--- src/rtl/mem_dtack_gen.sv ---
// Wait-state DTACK generator for on-board RAM and ROM.
// Takes the active-low chip selects from address decode and produces a
// registered DTACK after a per-device number of wait clocks. The DTACK output
// is gated combinationally with as_n, so it releases the moment the CPU ends
// the bus cycle and can never overlap the next cycle.
module mem_dtack_gen #(
  parameter int RAM_WAIT = 0,   // wait clocks after RAM select
  parameter int ROM_WAIT = 2,   // wait clocks after ROM select
  parameter int CNT_W    = 4    // wait counter width
) (
  input  logic clk,
  input  logic por_n,
  input  logic as_n,
  input  logic ram_sel_n,
  input  logic rom_sel_n,
  output logic mem_dtack_n,
  output logic busy,
  output logic sel_err
);

  localparam logic [1:0] S_IDLE = 2'd0;
  localparam logic [1:0] S_WAIT = 2'd1;
  localparam logic [1:0] S_ACK  = 2'd2;

  // Counter preload is W-1: the WAIT state spends one clock at count 0
  // before moving to ACK, so total select-to-DTACK latency is W+1 clocks.
  localparam logic [CNT_W-1:0] RAM_LD = (RAM_WAIT > 0) ? CNT_W'(RAM_WAIT - 1) : '0;
  localparam logic [CNT_W-1:0] ROM_LD = (ROM_WAIT > 0) ? CNT_W'(ROM_WAIT - 1) : '0;

  logic [1:0]       state_q, state_d;
  logic [CNT_W-1:0] cnt_q, cnt_d;
  logic             src_q, src_d;          // 1 = cycle belongs to ROM
  logic             ack_q, ack_d;
  logic             busy_q, busy_d;
  logic             err_q, err_d;
  logic             err_seen_q, err_seen_d; // both-selects condition already flagged

  logic ram_only, rom_only, both_sel, src_sel_n;

  assign ram_only  = ~ram_sel_n &  rom_sel_n;
  assign rom_only  =  ram_sel_n & ~rom_sel_n;
  assign both_sel  = ~ram_sel_n & ~rom_sel_n;
  // Select of the device that owns the current cycle; latched at entry so a
  // glitch on the other select cannot steal or abort the cycle.
  assign src_sel_n = src_q ? rom_sel_n : ram_sel_n;

  // Next-state, wait counter, ack and error-pulse logic.
  always_comb begin
    state_d    = state_q;
    cnt_d      = cnt_q;
    src_d      = src_q;
    ack_d      = 1'b0;
    err_d      = 1'b0;
    err_seen_d = 1'b0;
    case (state_q)
      S_IDLE: begin
        if (ram_only) begin
          src_d = 1'b0;
          if (RAM_WAIT == 0) begin
            state_d = S_ACK;
          end else begin
            cnt_d   = RAM_LD;
            state_d = S_WAIT;
          end
        end else if (rom_only) begin
          src_d = 1'b1;
          if (ROM_WAIT == 0) begin
            state_d = S_ACK;
          end else begin
            cnt_d   = ROM_LD;
            state_d = S_WAIT;
          end
        end else if (both_sel) begin
          // Decode fault: never acknowledge, let the watchdog raise BERR.
          // Flag it once per occurrence rather than every clock it persists.
          err_seen_d = 1'b1;
          err_d      = ~err_seen_q;
        end
      end
      S_WAIT: begin
        if (as_n || src_sel_n) begin
          // CPU gave up or decode moved away: drop the cycle silently.
          state_d = S_IDLE;
          cnt_d   = '0;
        end else if (cnt_q == '0) begin
          state_d = S_ACK;
        end else begin
          cnt_d = cnt_q - CNT_W'(1);
        end
      end
      S_ACK: begin
        if (as_n) begin
          state_d = S_IDLE;
        end else begin
          ack_d = 1'b1;
        end
      end
      default: begin
        state_d = S_IDLE;
        cnt_d   = '0;
      end
    endcase
    busy_d = (state_d != S_IDLE);
  end

  // State registers; power-on reset clears everything without a clock.
  always_ff @(posedge clk or negedge por_n) begin
    if (!por_n) begin
      state_q    <= S_IDLE;
      cnt_q      <= '0;
      src_q      <= 1'b0;
      ack_q      <= 1'b0;
      busy_q     <= 1'b0;
      err_q      <= 1'b0;
      err_seen_q <= 1'b0;
    end else begin
      state_q    <= state_d;
      cnt_q      <= cnt_d;
      src_q      <= src_d;
      ack_q      <= ack_d;
      busy_q     <= busy_d;
      err_q      <= err_d;
      err_seen_q <= err_seen_d;
    end
  end

  // Only the as_n gate is combinational, so DTACK drops as soon as AS rises.
  assign mem_dtack_n = ~(ack_q & ~as_n);
  assign busy        = busy_q;
  assign sel_err     = err_q;

endmodule

--- config.mk ---
export PLATFORM = sky130hd
export DESIGN_NAME = mem_dtack_gen
export DESIGN_NICKNAME = d
export VERILOG_FILES = /design/src/rtl/mem_dtack_gen.sv
export SDC_FILE = /design/constraint.sdc
export NUM_CORES = 1
export LEC_CHECK = 0
export CELL_PAD_IN_SITES_DETAIL_PLACEMENT = 1
export CELL_PAD_IN_SITES_GLOBAL_PLACEMENT = 2
export CORE_MARGIN = 1
export CORE_UTILIZATION = 43
export CTS_BUF_LIST = sky130_fd_sc_hd__clkbuf_8
export CTS_CLUSTER_SIZE = 12
export DETAILED_ROUTE_END_ITERATION = 6
export DONT_BUFFER_PORTS = 1
export PLACE_DENSITY_LB_ADDON = 0.1
export SYNTH_ARGS = -nofsm -noshare
export SYNTH_HDL_FRONTEND = slang
export SYNTH_SLANG_ARGS = --single-unit
--- constraint.sdc ---
create_clock -name clk -period 2.84 [get_ports clk]
set_input_delay 0.568 -clock clk [delete_from_list [all_inputs] [get_ports clk]]
set_output_delay 0.568 -clock clk [all_outputs]
set_load 0.005 [all_outputs]
==> impl_metrics.json <==
{
  "netlist_area_um2": 589,
  "period_minus_slack_ns": 1.55,
  "synth_most_common_cell": "dfrtp_1",
  "dp.cells": 70,
  "holdWs_ns": 0.0199,
  "place_hpwl_um": 975,
  "vias_per_cell": 6.07,
  "synthAdderAreaFrac_pct": 10.6,
  "drt_iter0_markers": 13,
  "antenna_cells": 0,
  "htreeDepth": 1,
  "p_clk_share_pct": 32.2,
  "final_area_um2": 652,
  "synth_edf_count": 0,
  "grt_pass1_wl_um": 2210,
  "io_buffer_count": 0,
  "status": "finished clean",
  "place_ws_ns": 1.05,
  "ys_seq_elements": 11,
  "finalCritPeriodShare_pct": 54.7,
  "ys.warnings.count": 0,
  "die_x_um": 39.0,
  "postCtsResizedCells": 0,
  "relSlewSlack_pct": 69.2,
  "multiInputGateArea_um2": 284,
  "die-area_um2": 1520,
  "setup-violations-final": 0,
  "clock_path_buffers": 2,
  "grt.overflow.total": 0,
  "core_area_um2": 1190,
  "tns_ns": 0,
  "async_reset_ff_share_pct": 100,
  "n_fill_cell": 133,
  "synth_cell_types": 26,
  "synth_top_family_by_area": "simple AND/OR/NAND/NOR gates",
  "fin_cells": 74,
  "area_growth_pct": 10.6,
  "fmax_mhz": 644,
  "ios": 8,
  "synth_xor_area_share_pct": 1.49,
  "postCtsHoldBufs": 0,
  "swShare_pct": 31.5,
  "cts.sinks": 11,
  "worst_pin_slew_ns": 0.450,
  "worstPathArrival_ns": 1.71,
  "yosysTopAreaCellShare_pct": 46.7,
  "register_area_um2": 275,
  "p_int_mw": 0.329,
  "die_h_um": 39.0,
  "wl_per_cell_um": 17.6,
  "clk_latency_ns": 0.24,
  "p_leak_nw": 0.310,
  "antenna_found_initial": 0,
  "layout-drive-gt1-share_pct": 10.0,
  "vdd_ir_drop_max_mv": 0.294,
  "drt-pass1-iter-count": 4,
  "gp_congestion": 0.840,
  "cts_tree": "yes",
  "synthTopCellsByArea": "dfrtp_1, ha_1, inv_1",
  "synthCells": 56,
  "drc_errors": 0,
  "synth_nets": 66,
  "synthTopCellsByCount": "dfrtp_1, inv_1, ha_1",
  "criticalPathCategory": "in2reg",
  "root_buffer": "clkbuf_8",
  "fin_nets": 71,
  "synthMuxAreaShare_pct": 1.70,
  "seqPwrFrac_pct": 41.1,
  "worstSetupEndpointType": "register",
  "vias": 449,
  "synth_compound_area_share_pct": 16.1,
  "hold_viol_final": 0,
  "finalClockSkew_ns": 0.00257,
  "synth_area_per_cell_um2": 10.5,
  "yosys_most_used_dff": "dfrtp_1",
  "ys_seq_area_share_pct": 46.7,
  "rsz0062_at_grt": "false",
  "power_mw": 0.480,
  "routed_wl_um": 1300,
  "postLayoutCoreUtil_pct": 55.0,
  "start_util_pct": 49.7,
  "path_max_fanout": 5,
  "cellPowerDensity_nw_per_um2": 736,
  "critical_path_required_ns": 3.00,
  "clkTransAtPathRegs_ns": 0.05,
  "grt_pass1_vias": 467,
  "cts_buffers": 3,
  "hp-class": "in2async",
  "comb_power_share_pct": 26.8,
  "drv_slew": 0,
  "cap_violations": 0,
  "yosys.area.top_type": "dfrtp_1",
  "placed_area_um2": 607,
  "p_sw_mw": 0.151,
  "setup_ws_ns": 1.29,
  "grt_usage_pct": 23.6,
  "grt_max_degree": 12,
  "antenna_left": 0,
  "post-cts-setup-buffer-count": 0,
  "num_rows": 12,
  "critPathLaunchType": "input pin",
  "synthSimpleGateAreaFrac_pct": 18.3
}
final timing paths:
| path | endpoint | from | cells after the start | slack, ns |
|---|---|---|---|---|
| max | cnt_q[3]$_DFFE_PN0P_ | ram_sel_n | 5 | 1.29 |
| min | ack_q$_DFF_PN0_ | por_n | 0 | 0.02 |
| max reg2reg | cnt_q[2]$_DFFE_PN0P_ | cnt_q[0]$_DFFE_PN0P_ | 5 | 1.30 |
| min reg2reg | sel_err$_DFF_PN0_ | err_seen_q$_DFF_PN0_ | 1 | 0.40 |
| max in group asynchronous | sel_err$_DFF_PN0_ | por_n | 0 | 2.75 |
| min in group clk | sel_err$_DFF_PN0_ | err_seen_q$_DFF_PN0_ | 1 | 0.40 |
power by group through the flow:
stage / Sequential (mW) / Clock [mW] / Combinational, mW
floorplan: 0.195 / 0 / 0.0956
global placement: 0.198 / 0 / 0.112
detailed placement: 0.199 / 0 / 0.121
CTS: 0.197 / 0.156 / 0.125
global route: 0.202 / 0.164 / 0.144
finish: 0.197 / 0.154 / 0.128
cell usage in the layout, fill, tap and decap left out:
master and n:
or3b_1 1, nand2b_1 1, nor2_1 1, nor3b_1 3
clkbuf_8 3, o21ai_1 2, a21o_1 1, a32oi_1 2
xnor2_1 1, a31oi_1 1, mux2i_1 1, a21oi_1 3
o311ai_1 1, nand4_1 1, or3_1 1, nand3_1 2
and2_1 1, nand2_1 2, a211o_1 1, o22ai_1 2
nor3b_2 1, ha_1 5, dfrtp_1 11, o41ai_1 1
or2_2 1, inv_1 9, or3b_4 1
cell families (layout without fill, tap and decap cells):
family                     count (synthesis)  after routing
AOI/OAI and AO/OA                         14             14
xor gates and xnor gates                   1              1
adders and majority gates                  5              5
buffers and inverters                      8             12
DFF                                       11             11
muxes                                      1              1
and+or+nand+nor                           16             16
critical path, cell delays in order:
cell and delay (ns):
inv_1 0.03, ha_1 0.26, or3b_4 0.43, a211o_1 0.30, o22ai_1 0.12
registers in the layout, indices dropped and copies added (netlist names):
name	count
err_seen_q	1
ack_q	1
src_q	1
sel_err	1
busy	1
state_q	2
cnt_q	4
per-layer routing:
layer  global-route usage, %  up-vias  part of all wire, %
met2                    32.9       26                   45
met5                       0        -                    0
li1                        -      208                    -
met4                    12.9        0                  2.4
met1                    29.6      210                   44
met3                    11.0        5                  8.0
final cells by class:
| cell class | count | share of cell area, % |
|---|---|---|
| inverters | 8 | 4.61 |
| well taps | 14 | 2.69 |
| flip-flops and latches | 11 | 42.2 |
| multi-input cells | 37 | 43.6 |
| clock buffers | 3 | 6.33 |
| clock inverters | 1 | 0.576 |
(Power assumes the default switching activity.)
